### config.mk
export PLATFORM = sky130hd
export DESIGN_NAME = lab2_serial_adder
export DESIGN_NICKNAME = d
export VERILOG_FILES = /design/src/rtl/lab2_pkg.sv /design/src/rtl/lab2_full_adder.sv /design/src/rtl/lab2_serial_adder.sv
export SDC_FILE = /design/constraint.sdc
export NUM_CORES = 1
export LEC_CHECK = 0
export CAP_MARGIN = 0
export CORE_AREA = 2 2 51 53
export CTS_CLUSTER_DIAMETER = 200
export DETAILED_ROUTE_END_ITERATION = 8
export DIE_AREA = 0 0 53 55
export PLACE_DENSITY_LB_ADDON = 0.05
export SYNTH_ARGS = -nofsm -noshare
export SYNTH_HDL_FRONTEND = slang
export SYNTH_HIERARCHICAL = 1
export SYNTH_SLANG_ARGS = --single-unit
### constraint.sdc
create_clock -name clk -period 3.5 [get_ports clk]
set_input_delay 0.7 -clock clk [delete_from_list [all_inputs] [get_ports clk]]
set_output_delay 0.7 -clock clk [all_outputs]
set_load 0.01 [all_outputs]
### src/rtl/lab2_pkg.sv
// lab2_pkg
// Shared definitions for the lab2 arithmetic blocks (serial adder and
// borrow-lookahead subtractor): FSM state encoding and default width.
// No ports; imported with "import lab2_pkg::*;".
package lab2_pkg;

  // Default operand width shared by the lab2 arithmetic units.
  localparam int unsigned LAB2_N = 4;

  // Sequencer state encoding. Kept as plain 2-bit constants so the
  // encoding stays identical to the older benches that compare raw values.
  localparam logic [1:0] IDLE = 2'b00;
  localparam logic [1:0] ADD  = 2'b01;
  localparam logic [1:0] DONE = 2'b10;

  typedef logic [1:0] lab2_state_t;

  // Result flags that travel together with the sum.
  typedef struct packed {
    logic cout;
    logic ovf;
  } lab2_flags_t;

endpackage

### src/rtl/lab2_full_adder.sv
// lab2_full_adder
// One-bit combinational full adder; the only arithmetic cell of the
// bit-serial adder.
// Ports:
//   a, b  : operand bits
//   ci    : carry in
//   s     : sum bit       (a ^ b ^ ci)
//   co    : carry out     (majority of a, b, ci)
module lab2_full_adder (
  input  logic a,
  input  logic b,
  input  logic ci,
  output logic s,
  output logic co
);

  always_comb begin
    s  = a ^ b ^ ci;
    co = (a & b) | (a & ci) | (b & ci);
  end

endmodule

### src/rtl/lab2_serial_adder.sv
// lab2_serial_adder
// Bit-serial N-bit adder with start/done handshake. Operands and carry-in
// are latched on start, then one bit per clock is added LSB first through a
// single full-adder cell and a carry flop. Sum/Cout/Ovf are registered and
// only change when the last bit has been added.
// Ports:
//   clk    : rising-edge clock
//   rst_n  : asynchronous active-low reset
//   start  : request, sampled only in IDLE
//   X, Y   : N-bit operands, sampled with start
//   Cin    : carry-in, sampled with start
//   busy   : high while bits are being added (state ADD)
//   done   : one-cycle pulse when Sum/Cout/Ovf are fresh (state DONE)
//   Sum    : X+Y+Cin mod 2^N
//   Cout   : unsigned carry-out
//   Ovf    : two's-complement overflow
//
// state | meaning
// ------+--------------------------------------------------------------
// IDLE  | waiting for start; operands latched on the accepting edge
// ADD   | one bit per cycle through the full adder, N cycles total
// DONE  | result registers just updated; one cycle, then back to IDLE
module lab2_serial_adder
  import lab2_pkg::*;
#(
  parameter int unsigned N = LAB2_N
) (
  input  logic         clk,
  input  logic         rst_n,
  input  logic         start,
  input  logic [N-1:0] X,
  input  logic [N-1:0] Y,
  input  logic         Cin,
  output logic         busy,
  output logic         done,
  output logic [N-1:0] Sum,
  output logic         Cout,
  output logic         Ovf
);

  localparam int unsigned CW = $clog2(N) + 1;
  localparam logic [CW-1:0] LAST_BIT = CW'(N - 1);

  lab2_state_t   state_q, state_d;
  logic [N-1:0]  a_q,     a_d;
  logic [N-1:0]  b_q,     b_d;
  logic          c_q,     c_d;
  logic [N-1:0]  sr_q,    sr_d;
  logic [CW-1:0] cnt_q,   cnt_d;
  logic [N-1:0]  sum_q,   sum_d;
  lab2_flags_t   flags_q, flags_d;

  logic fa_s;
  logic fa_co;

  lab2_full_adder u_fa (
    .a  (a_q[0]),
    .b  (b_q[0]),
    .ci (c_q),
    .s  (fa_s),
    .co (fa_co)
  );

  always_comb begin
    state_d = state_q;
    a_d     = a_q;
    b_d     = b_q;
    c_d     = c_q;
    sr_d    = sr_q;
    cnt_d   = cnt_q;
    sum_d   = sum_q;
    flags_d = flags_q;

    case (state_q)
      IDLE: begin
        if (start) begin
          state_d = ADD;
          a_d     = X;
          b_d     = Y;
          c_d     = Cin;
          sr_d    = '0;
          cnt_d   = '0;
        end
      end

      ADD: begin
        a_d   = a_q >> 1;
        b_d   = b_q >> 1;
        c_d   = fa_co;
        sr_d  = {fa_s, sr_q[N-1:1]};
        cnt_d = cnt_q + CW'(1);
        if (cnt_q == LAST_BIT) begin
          state_d      = DONE;
          // Take the final bit straight from the adder so the published
          // sum is complete on the same edge the FSM leaves ADD.
          sum_d        = {fa_s, sr_q[N-1:1]};
          flags_d.cout = fa_co;
          // c_q is the carry into the MSB while the MSB is being added.
          flags_d.ovf  = c_q ^ fa_co;
        end
      end

      DONE: begin
        state_d = IDLE;
      end

      default: begin
        state_d = IDLE;
      end
    endcase
  end

  always_ff @(posedge clk or negedge rst_n) begin
    if (!rst_n) begin
      state_q <= IDLE;
      a_q     <= '0;
      b_q     <= '0;
      c_q     <= 1'b0;
      sr_q    <= '0;
      cnt_q   <= '0;
      sum_q   <= '0;
      flags_q <= '0;
    end else begin
      state_q <= state_d;
      a_q     <= a_d;
      b_q     <= b_d;
      c_q     <= c_d;
      sr_q    <= sr_d;
      cnt_q   <= cnt_d;
      sum_q   <= sum_d;
      flags_q <= flags_d;
    end
  end

  always_comb begin
    busy = (state_q == ADD);
    done = (state_q == DONE);
    Sum  = sum_q;
    Cout = flags_q.cout;
    Ovf  = flags_q.ovf;
  end

endmodule

# After elaboration in Yosys (flattened, before gate mapping)
# Index checks and enable logic that the tools add are counted.
# op_classes
add_sub_neg,1
eq_ne,5
n_mux,13
n_bitwise,8
n_reduce_logical,5
# op_table
op,n
$pmux W4 S2,3
$mux W4,3
$pmux W3 S2,1
$reduce_and A2 Y1,3
$mux W2,2
$pmux W2 S2,1
$add A3 B1 Y3 const B,1
$and A1 B1 Y1,3
$eq A3 B2 Y1 const B,1
$mux W3,1
$xor A1 B1 Y1,3
$eq A2 B1 Y1 const B,1
$eq A2 B2 Y1 const B,1
$logic_not A2 Y1,1
$ne A2 B1 Y1 const B,1
$ne A2 B2 Y1 const B,1
$or A1 B1 Y1,2
$pmux W1 S2,1
$reduce_bool A2 Y1,1
$mux W1,1
# totals
regBits,24
inputBits,12

# Depth between registers and ports, before layout
# Gate-level depths: netlist of the first run.
# depth
word_depth,4
mapped_depth,5

# Modules after synthesis
# Netlist of the first run, hierarchy kept.
# modules_own_cells
module,instances,cells_each,area_per_inst_um2,seq_area_each_um2
lab2_serial_adder,1,85,996.0,575.6
lab2_full_adder,1,1,20.0,0.0

# Worst setup path after synthesis of the first run
# Ideal clock, no wire load.
# synth_timing
kind,register to output
from,register state_q[1]
to,output port busy
arrival_time_ns,0.869
setup_slack_ns,1.931
path_stages_with_launch,4
cell_sequence,dfrtp_1 > or2b_1 > buf_2 > inv_1
# synth_via
elab_chain_len,1
# synth_rtl
element,line_no,source
from (decl),lab2_serial_adder.sv:44,"lab2_state_t state_q, state_d;"
from (signal assigned),lab2_serial_adder.sv:124,state_q <= state_d;
$eq A2 B1 Y1,lab2_serial_adder.sv:136,busy = (state_q == ADD);
to (decl),lab2_serial_adder.sv:34,"output logic busy,"
# No other way between the ends.

# Final worst setup path of the first run
# layout_timing
from,register state_q[0]
to,output port busy
# Same word-level chain as after synthesis.

==> summary.md, run 1 <==
• run status: finished, final reports clean
• number of max-cap violations: 0
• TritonCTS sink count: 23
• Post-CTS Hold Buffers: 0
• part of the cycle the worst path needs: 75.08%
• CP startpoint kind: register
• Final Hold Viols: 0
• Worst R2R Setup Slack: 1.98 ns
• antenna violations before repair: 0
• final net count: 121
• minimum clock period: 2.628 ns
• post-CTS repair timing setup buffer count: 0
• number of cells on the worst hold path: 1
• post-synthesis average cell area: 11.81 um2
• Synthesis Warnings: 6
• fraction of final layout cells sized beyond drive strength 1: 10.48%
• residual antenna-violating net count after detailed routing: 0
• unrepaired setup endpoints after global routing: false
• remaining global-route overflow: 0
• worst r2r path cells: 4
• Core Region: 2365 um2
• clock root cell: clkbuf_4
• Gates resized, CTS repair: 0
• IO Port Bufs: 19
• top-level I/O count: 20
• Worst Hold Path EP: cnt_q[0]
• combined global-route utilization of all metal layers: 15.33%
• number of fillers in the final layout: 231
• final slew viol count: 0
• number of global-route vias before repair: 723
• setup skew after layout: 0.003189 ns
• area growth from synthesis to final layout: 21.92%
• share of Yosys cell area claimed by the top area cell type: 56.65%
• vertical extent of the die: 55 um
• Die Width: 53 um
• Arr. time, crit path: 1.93 ns
• worst rel slew slack: 33.69%
• Yosys reg bits: 23
• endpoints failing setup: 0
• starting density of the core: 42.96%
• launching point of the worst reg2reg path: cnt_q[0]
• Clk Latency, worst-skew pair: 0.30 ns
• first-pass iteration count of the detailed router: 4
• Required @ worst endpoint: 2.80 ns
• Avg Vias per Cell: 5.304
• type of the most critical hold path: register to register
• Gate Count Post-Synth: 86
• most area-hungry cell type in the Yosys netlist: dfrtp_1
• Post-Synthesis Net Count: 101
• TritonCTS clock tree: yes
• Max H-tree Level: 1
• maximum clock frequency: 0.3806 GHz
• Total Negative Setup Slacks: 0 ns
• Worst Max-Slew Pin Slew: 0.9916 ns
• Power, Total: 1.046 mW
• DRT Wirelength: 1.844 mm
• largest fanout on the critical path: 11
• dominant cells by area after synthesis: dfrtp_1 (57%), o22ai_1 (7.4%), mux2_2 (5.5%), a22o_1 (3.4%), a21oi_1 (3.0%)
• final weighted congestion of routability-driven global placement: 0.7770
• number of buffers on the longest clock path: 2
• post-route DRC violation count: 0
• count of different cell masters after synthesis: 22
• initial detailed-routing violation count: 12
• Row Count: 18
• critical path start-end classification: register to primary output
• Reg clk slew, reported paths: 0.12 ns
• area enclosed by the die boundary: 2915 um2
• Diodes inserted: 0
• IR drop worst, VDD: 0.0004925 V
• TritonCTS Buffers: 3
• wire length of the first global-routing pass: 3.243 mm
• total power density per cell area: 844.6 nW/um2
• launch point of the worst hold path: cnt_q[0]
• wire per inst: 13.66 um
• maximum number of pins on one net before global-route repair: 24
• Static Leakage: 0.5380 nW
• cell area after synthesis: 1016 um2
• Crit Reg-Reg Endpoint: Sum[2]
• vias: 716
• type of element capturing the critical path: primary output
• sequential fraction of the synthesis area: 56.65%
• HPWL Detailed: 1.341 mm
==> cell families (layout without fill, tap and decap cells) <==
family                     after synthesis  count (layout)  share of synthesized area, %
DFF                                     23              23                         56.65
AOI/OAI and AO/OA                       31              31                         19.46
xor gates and xnor gates                 1               1                        0.8622
and+or+nand+nor                         14              14                         8.004
muxes                                    5               5                         5.541
buffers and inverters                    9              28                         5.049
adders and majority gates                3               3                         4.433
==> metrics by stage <==
step / util, % / cells / hold slack [ns] / setup slack [ns] / cell area (um2)
floorplan: - / 86 / 0.4044 / 1.931 / 1016
global placement: 51.22 / 131 / 0.4665 / 1.236 / 1211
detailed placement: 51.22 / 131 / 0.4914 / 1.196 / 1211
CTS: 52.38 / 135 / 0.5098 / 0.8503 / 1239
global route: 52.38 / 135 / 0.5396 / 0.7279 / 1239
finish: 52.38 / 135 / 0.5015 / 0.8724 / 1239
==> per-layer routing <==
metal  up-vias  wire length [um]  track usage, %
li1        351                 -               -
met5         -                 0               0
met1       351               896           21.65
met2        12               864           24.17
met4         0                15           5.128
met3         2                68           2.419
==> cell type report <==
| type | instances | area [um2] | share of cell area, % |
|---|---|---|---|
| Sequential cell | 23 | 575.6 | 46.46 |
| Multi-Input combinational cell | 54 | 389.1 | 31.41 |
| Timing Repair Buffer | 19 | 190.2 | 15.35 |
| Tap cell | 30 | 37.54 | 3.030 |
| Clock buffer | 3 | 22.52 | 1.818 |
| Inverter | 5 | 18.77 | 1.515 |
| Clock inverter | 1 | 5.005 | 0.4040 |
==> state kept, by name, indices dropped and copies added, names as in the netlist <==
name     flops
Sum          4
a_q          4
b_q          4
cnt_q        3
sr_q         3
state_q      2
Cout         1
Ovf          1
c_q          1
==> cell usage after synthesis (all sizes together) <==
master and count:
dfrtp 23, o22ai 12, a21oi 6, o21ai 6
inv 5, mux2 5, a22o 4, buf 4
nand2 4, nor2 3, ha 2, nand2b 2
or2b 2, a2bb2oi 1, fa 1, nand3b 1
nor2b 1, o21bai 1, o221a 1, or4b 1
xnor2 1
==> worst max path at each step <==
stage | start | to | slack [ns] | cells after the start
floorplan | state_q[1] | busy | 1.93 | 3
global placement | state_q[0] | busy | 1.24 | 3
detailed placement | state_q[0] | busy | 1.20 | 3
CTS | state_q[0] | busy | 0.85 | 3
global route | state_q[0] | busy | 0.73 | 3
finish | state_q[0] | busy | 0.87 | 3
==> power by group <==
group          internal, mW  switching, mW  leakage, nW  total, mW
Sequential            0.386         0.0930        0.283      0.479
Clock                0.0425         0.0758       0.0177      0.118
Combinational         0.249          0.200        0.237      0.449
==> placed cells by master, fill, tap and decap left out <==
cell	synthesis	routed
dfrtp_1	23	23
clkdlybuf4s50_1	0	19
o22ai_1	12	12
o21ai_0	6	6
a21oi_1	6	6
inv_1	5	5
mux2_2	5	5
nand2_1	4	4
a22o_1	4	4
nor2_1	3	3
clkbuf_4	0	3
or2b_1	2	2
nand2b_1	2	2
ha_1	2	2
nand3b_2	1	1
xnor2_1	1	1
o21bai_1	1	1
or4b_1	1	1
o221a_2	1	1
a2bb2oi_1	1	1
nor2b_1	1	1
clkinv_2	0	1
fa_1	1	1
==> worst max-delay path, stage by stage, from the launching register on <==
cell             delay (ns)
dfrtp_1                0.52
or2b_1                 0.38
inv_1                  0.17
clkdlybuf4s50_1        0.56
(Power assumes the default switching activity.)
==> run 2, diff against run 1 <==
--- a/config.mk
+++ b/config.mk
@@ -6,10 +6,10 @@
 export NUM_CORES = 1
 export LEC_CHECK = 0
 export CAP_MARGIN = 0
-export CORE_AREA = 2 2 51 53
+export CORE_AREA = 2 2 52 54
 export CTS_CLUSTER_DIAMETER = 200
 export DETAILED_ROUTE_END_ITERATION = 8
-export DIE_AREA = 0 0 53 55
+export DIE_AREA = 0 0 54 56
 export PLACE_DENSITY_LB_ADDON = 0.05
 export SYNTH_ARGS = -nofsm -noshare
 export SYNTH_HDL_FRONTEND = slang
==> constraint.sdc (replaced) <==
create_clock -name clk -period 2.39 [get_ports clk]
set_input_delay 0.478 -clock clk [delete_from_list [all_inputs] [get_ports clk]]
set_output_delay 0.478 -clock clk [all_outputs]
set_load 0.01 [all_outputs]
==> run 2 against run 1 <==
  * Critical path depth unchanged
  * First-iteration DRC count up 92%
  * Cell count grew 2.2%
  * Sequential cell count unchanged
  * Routed wire length up 1.6%
  * Worst setup slack got worse by 0.73 ns
  * Sequential power rose by 41%
  * Power up 48%
  * Utilization is 0.53 points lower
  * Clock power increased by 47%
  * Combinational power up 57%
  * Sequential share of layout area decreased by 0.83 points
  * Critical path type unchanged
  * Largest power group is now combinational logic
==> summary.md, run 2 (same netlist as run 1, synthesis figures left out) <==
• vertical extent of the die: 56 um
• number of global-route vias before repair: 716
• post-CTS repair timing setup buffer count: 0
• Worst Hold Path EP: Ovf
• Total Negative Setup Slacks: 0 ns
• launching point of the worst reg2reg path: cnt_q[0]
• Clk Latency, worst-skew pair: 0.30 ns
• maximum number of pins on one net before global-route repair: 24
• Placed Area: 1234 um2
• area enclosed by the die boundary: 3024 um2
• worst r2r path cells: 4
• initial detailed-routing violation count: 23
• total power density per cell area: 1231 nW/um2
• Gates resized, CTS repair: 0
• TritonCTS sink count: 23
• wire per inst: 13.58 um
• starting density of the core: 41.77%
• top-level I/O count: 20
• Row Count: 18
• fraction of final layout cells sized beyond drive strength 1: 12.96%
• HPWL Detailed: 1.383 mm
• antenna violations before repair: 0
• Static Leakage: 0.5528 nW
• IR drop worst, VDD: 0.0005724 V
• Reg clk slew, reported paths: 0.12 ns
• Required @ worst endpoint: 1.91 ns
• number of max-cap violations: 0
• portion of total power attributed to the clock network: 11.1%
• DRT Wirelength: 1.874 mm
• most used cells in the layout excluding fill and tap cells: dfrtp_1 (23), clkdlybuf4s50_1 (19), o22ai_1 (12), o21ai_0 (6), a21oi_1 (6)
• unrepaired setup endpoints after global routing: false
• wire length of the first global-routing pass: 3.215 mm
• share of total power consumed by net switching: 35.08%
• residual antenna-violating net count after detailed routing: 0
• type of the most critical hold path: register to register
• Worst Max-Slew Pin Slew: 0.4076 ns
• Arr. time, crit path: 1.77 ns
• type of element capturing the critical path: primary output
• vias: 733
• Core Region: 2432 um2
• Post-CTS Hold Buffers: 0
• TritonCTS clock tree: yes
• combinational share of power: 45.4%
• setup skew after layout: 0.002032 ns
• minimum clock period: 2.246 ns
• Final Hold Viols: 0
• Max H-tree Level: 1
• final slew viol count: 0
• area growth from synthesis to final layout: 24.14%
• TritonCTS Buffers: 3
• maximum clock frequency: 0.4453 GHz
• Crit Reg-Reg Endpoint: Sum[1]
• final weighted congestion of routability-driven global placement: 0.8155
• remaining global-route overflow: 0
• clock root cell: clkbuf_4
• endpoints failing setup: 0
• Worst R2R Setup Slack: 0.89 ns
• area of all placed cells without fillers: 1261 um2
• Avg Vias per Cell: 5.312
• CP startpoint kind: register
• number of buffers on the longest clock path: 2
• Diodes inserted: 0
• largest fanout on the critical path: 9
• most common library cell in the layout ignoring fill and taps: dfrtp_1
• Die Width: 54 um
• combined global-route utilization of all metal layers: 14.39%
• worst rel slew slack: 72.77%
• Seq pwr share: 43.5%
• final net count: 124
• first-pass iteration count of the detailed router: 4
• number of cells on the worst hold path: 2
• NetSw: 0.5446 mW
• part of the cycle the worst path needs: 93.96%
• critical path start-end classification: register to primary output
• Layout Utilization: 51.85%
• run status: finished, final reports clean
• post-route DRC violation count: 0
• launch point of the worst hold path: Ovf
• IO Port Bufs: 19
• internal power: 1.008 mW
-- run 2: power groups by stage --
stage | clock [mW] | sequential, mW | combinational, mW
2_1_floorplan | 0 | 0.685 | 0.472
3_3_place_gp | 0 | 0.683 | 0.718
3_5_place_dp | 0 | 0.682 | 0.720
4_1_cts | 0.185 | 0.676 | 0.718
5_1_grt | 0.199 | 0.707 | 0.793
6_report | 0.173 | 0.675 | 0.705
-- run 2: worst max path at each step --
stage / startpoint / end / slack, ns / depth (start not counted)
2_1_floorplan: cnt_q[0] / Cout / 1.03 / 4
3_3_place_gp: state_q[1] / busy / 0.49 / 3
3_5_place_dp: state_q[1] / busy / 0.46 / 3
4_1_cts: state_q[1] / busy / 0.11 / 3
5_1_grt: state_q[1] / busy / 0.02 / 3
6_report: state_q[1] / busy / 0.14 / 3
-- run 2: layout make-up --
| cell class | count | area [um2] |
|---|---|---|
| fillers | 226 | 1171 |
| flip-flops and latches | 23 | 575.6 |
| multi-input cells | 54 | 389.1 |
| repair buffers | 22 | 212.7 |
| well taps | 30 | 37.54 |
| clock buffers | 3 | 22.52 |
| inverters | 5 | 18.77 |
| clock inverters | 1 | 5.005 |
-- run 2: worst max-delay path: stages, from the launching register on --
cell and delay [ns]:
dfrtp_1 0.39, or2b_1 0.34, inv_1 0.18, clkdlybuf4s50_1 0.56
-- run 2: metrics by stage --
step	std cells	total power [mW]	hold slack [ns]	worst slack, ns
finish	138	1.552	0.4948	0.1445
global route	138	1.699	0.5244	0.02497
CTS	138	1.579	0.5016	0.1128
detailed placement	134	1.402	0.4709	0.4607
global placement	134	1.402	0.4673	0.4927
floorplan	86	1.157	0.1824	1.027
-- run 2: layer usage --
metal / track usage, % / wire length, um / vias up
li1: - / - / 356
met1: 21.48 / 915 / 347
met2: 19.86 / 829 / 26
met3: 2.419 / 96 / 4
met4: 6.786 / 32 / 0
met5: 0 / 0 / -
==> run 3, diff against run 2 <==
==> constraint.sdc (replaced) <==
create_clock -name clk -period 2 [get_ports clk]
set_input_delay 0.4 -clock clk [delete_from_list [all_inputs] [get_ports clk]]
set_output_delay 0.4 -clock clk [all_outputs]
set_load 0.01 [all_outputs]
==> run 3 against run 2 <==
  * Combinational power is 24% higher
  * Critical path type unchanged
  * Sequential power is 19% higher
  * Critical path depth stayed put
  * Final area is 2.1% higher
  * Worst setup slack better by 0.12 ns
  * Die area stayed put
  * Critical endpoint unchanged
==> summary.md, run 3 (same netlist as run 1, synthesis figures left out) <==
• run status: finished, final reports clean
• Diodes inserted: 0
• type of element capturing the critical path: primary output
• IR drop worst, VDD: 0.0007512 V
• Final Hold Viols: 0
• first-pass iteration count of the detailed router: 4
• wire per inst: 13.33 um
• Required @ worst endpoint: 1.60 ns
• TritonCTS Buffers: 3
• Worst R2R Setup Slack: 0.51 ns
• clock root cell: clkbuf_4
• final net count: 127
• Finished Layout Cells: 141
• final weighted congestion of routability-driven global placement: 0.7676
• endpoints failing setup: 0
• part of the cycle the worst path needs: 86.96%
• maximum clock frequency: 0.5750 GHz
• Row Count: 18
• most common library cell in the layout ignoring fill and taps: dfrtp_1
• number of max-cap violations: 0
• area growth from synthesis to final layout: 26.72%
• area enclosed by the die boundary: 3024 um2
• fraction of final layout cells sized beyond drive strength 1: 15.32%
• Static Leakage: 0.5826 nW
• vertical extent of the die: 56 um
• initial detailed-routing violation count: 26
• critical path start-end classification: register to primary output
• top-level I/O count: 20
• TritonCTS clock tree: yes
• DRT Wirelength: 1.879 mm
• worst rel slew slack: 74.14%
• worst r2r path cells: 4
• TritonCTS sink count: 23
• Die Width: 54 um
• setup skew after layout: 0.001445 ns
• antenna violations before repair: 0
• Clk Latency, worst-skew pair: 0.30 ns
• wire length of the first global-routing pass: 3.063 mm
• starting density of the core: 41.77%
• Core Region: 2432 um2
• Avg Vias per Cell: 5.227
• launching point of the worst reg2reg path: cnt_q[0]
• remaining global-route overflow: 0
• Reg clk slew, reported paths: 0.12 ns
• largest fanout on the critical path: 5
• Worst Max-Slew Pin Slew: 0.3871 ns
• HPWL Detailed: 1.339 mm
• total power density per cell area: 1460 nW/um2
• Crit Reg-Reg Endpoint: Sum[1]
• type of the most critical hold path: input pin to async pin
• maximum number of pins on one net before global-route repair: 24
• combined global-route utilization of all metal layers: 13.95%
• CP startpoint kind: register
• final slew viol count: 0
• Total Negative Setup Slacks: 0 ns
• post-route DRC violation count: 0
• unrepaired setup endpoints after global routing: false
• Post-CTS Hold Buffers: 0
• minimum clock period: 1.739 ns
• number of global-route vias before repair: 667
• Max H-tree Level: 1
• IO Port Bufs: 19
• residual antenna-violating net count after detailed routing: 0
• most used cells in the layout excluding fill and tap cells: dfrtp_1 (23), clkdlybuf4s50_1 (17), o22ai_1 (12)
• Arr. time, crit path: 1.34 ns
• Placed Instances: 136
• vias: 737
• number of buffers on the longest clock path: 2
[run 3: worst max path at each step]
stage	from	to	slack [ns]	depth (start not counted)
6_report	state_q[1]	busy	0.26	3
5_1_grt	state_q[1]	busy	0.17	3
4_1_cts	state_q[1]	done	0.02	4
3_5_place_dp	state_q[1]	busy	0.33	3
3_3_place_gp	state_q[1]	busy	0.34	3
2_1_floorplan	cnt_q[0]	Cout	0.64	4
[run 3: layout make-up]
cell class	count	area [um2]
clock buffer	4	26.28
fill	236	1145
inverter	5	22.52
timing repair buffer	25	236.5
tap	30	37.54
sequential	23	575.6
multi-input combinational	54	389.1
[run 3: what timing repair did]
action | CTS | global route
gates resized for setup | 2 | 1
endpoints found under the setup margin | 2 | 1
buffers inserted | 1 | 0
endpoints found under the hold margin | 0 | 0
[run 3: critical path, stage by stage (launching register included)]
cell	delay, ns
dfrtp_1	0.39
or2b_1	0.23
inv_1	0.13
dlygate4sd2_1	0.28
[run 3: layer usage]
| layer | part of all wire [%] | vias up | track usage [%] |
|---|---|---|---|
| li1 | - | 366 | - |
| met1 | 49 | 350 | 19.42 |
| met2 | 45 | 19 | 20.21 |
| met3 | 5.3 | 2 | 5.645 |
| met4 | 0.64 | 0 | 3.214 |
| met5 | 0 | - | 0 |
[run 3: stage by stage]
stage	hold slack (ns)	setup WS, ns	instance area, um2	power [mW]	util (%)
final	0.4335	0.2609	1287	1.879	52.93
after global routing	0.4542	0.1738	1287	2.048	52.93
after CTS	0.4376	0.02490	1285	1.904	52.83
after detailed placement	0.4853	0.3253	1249	1.693	51.34
after global placement	0.4673	0.3384	1249	1.684	51.34
after floorplan	0.1044	0.6371	1016	1.383	-
[run 3: where the power goes]
part	switching, mW	internal (mW)
clock network	0.128	0.0777
registers	0.128	0.675
logic	0.399	0.472
total	0.655	1.22
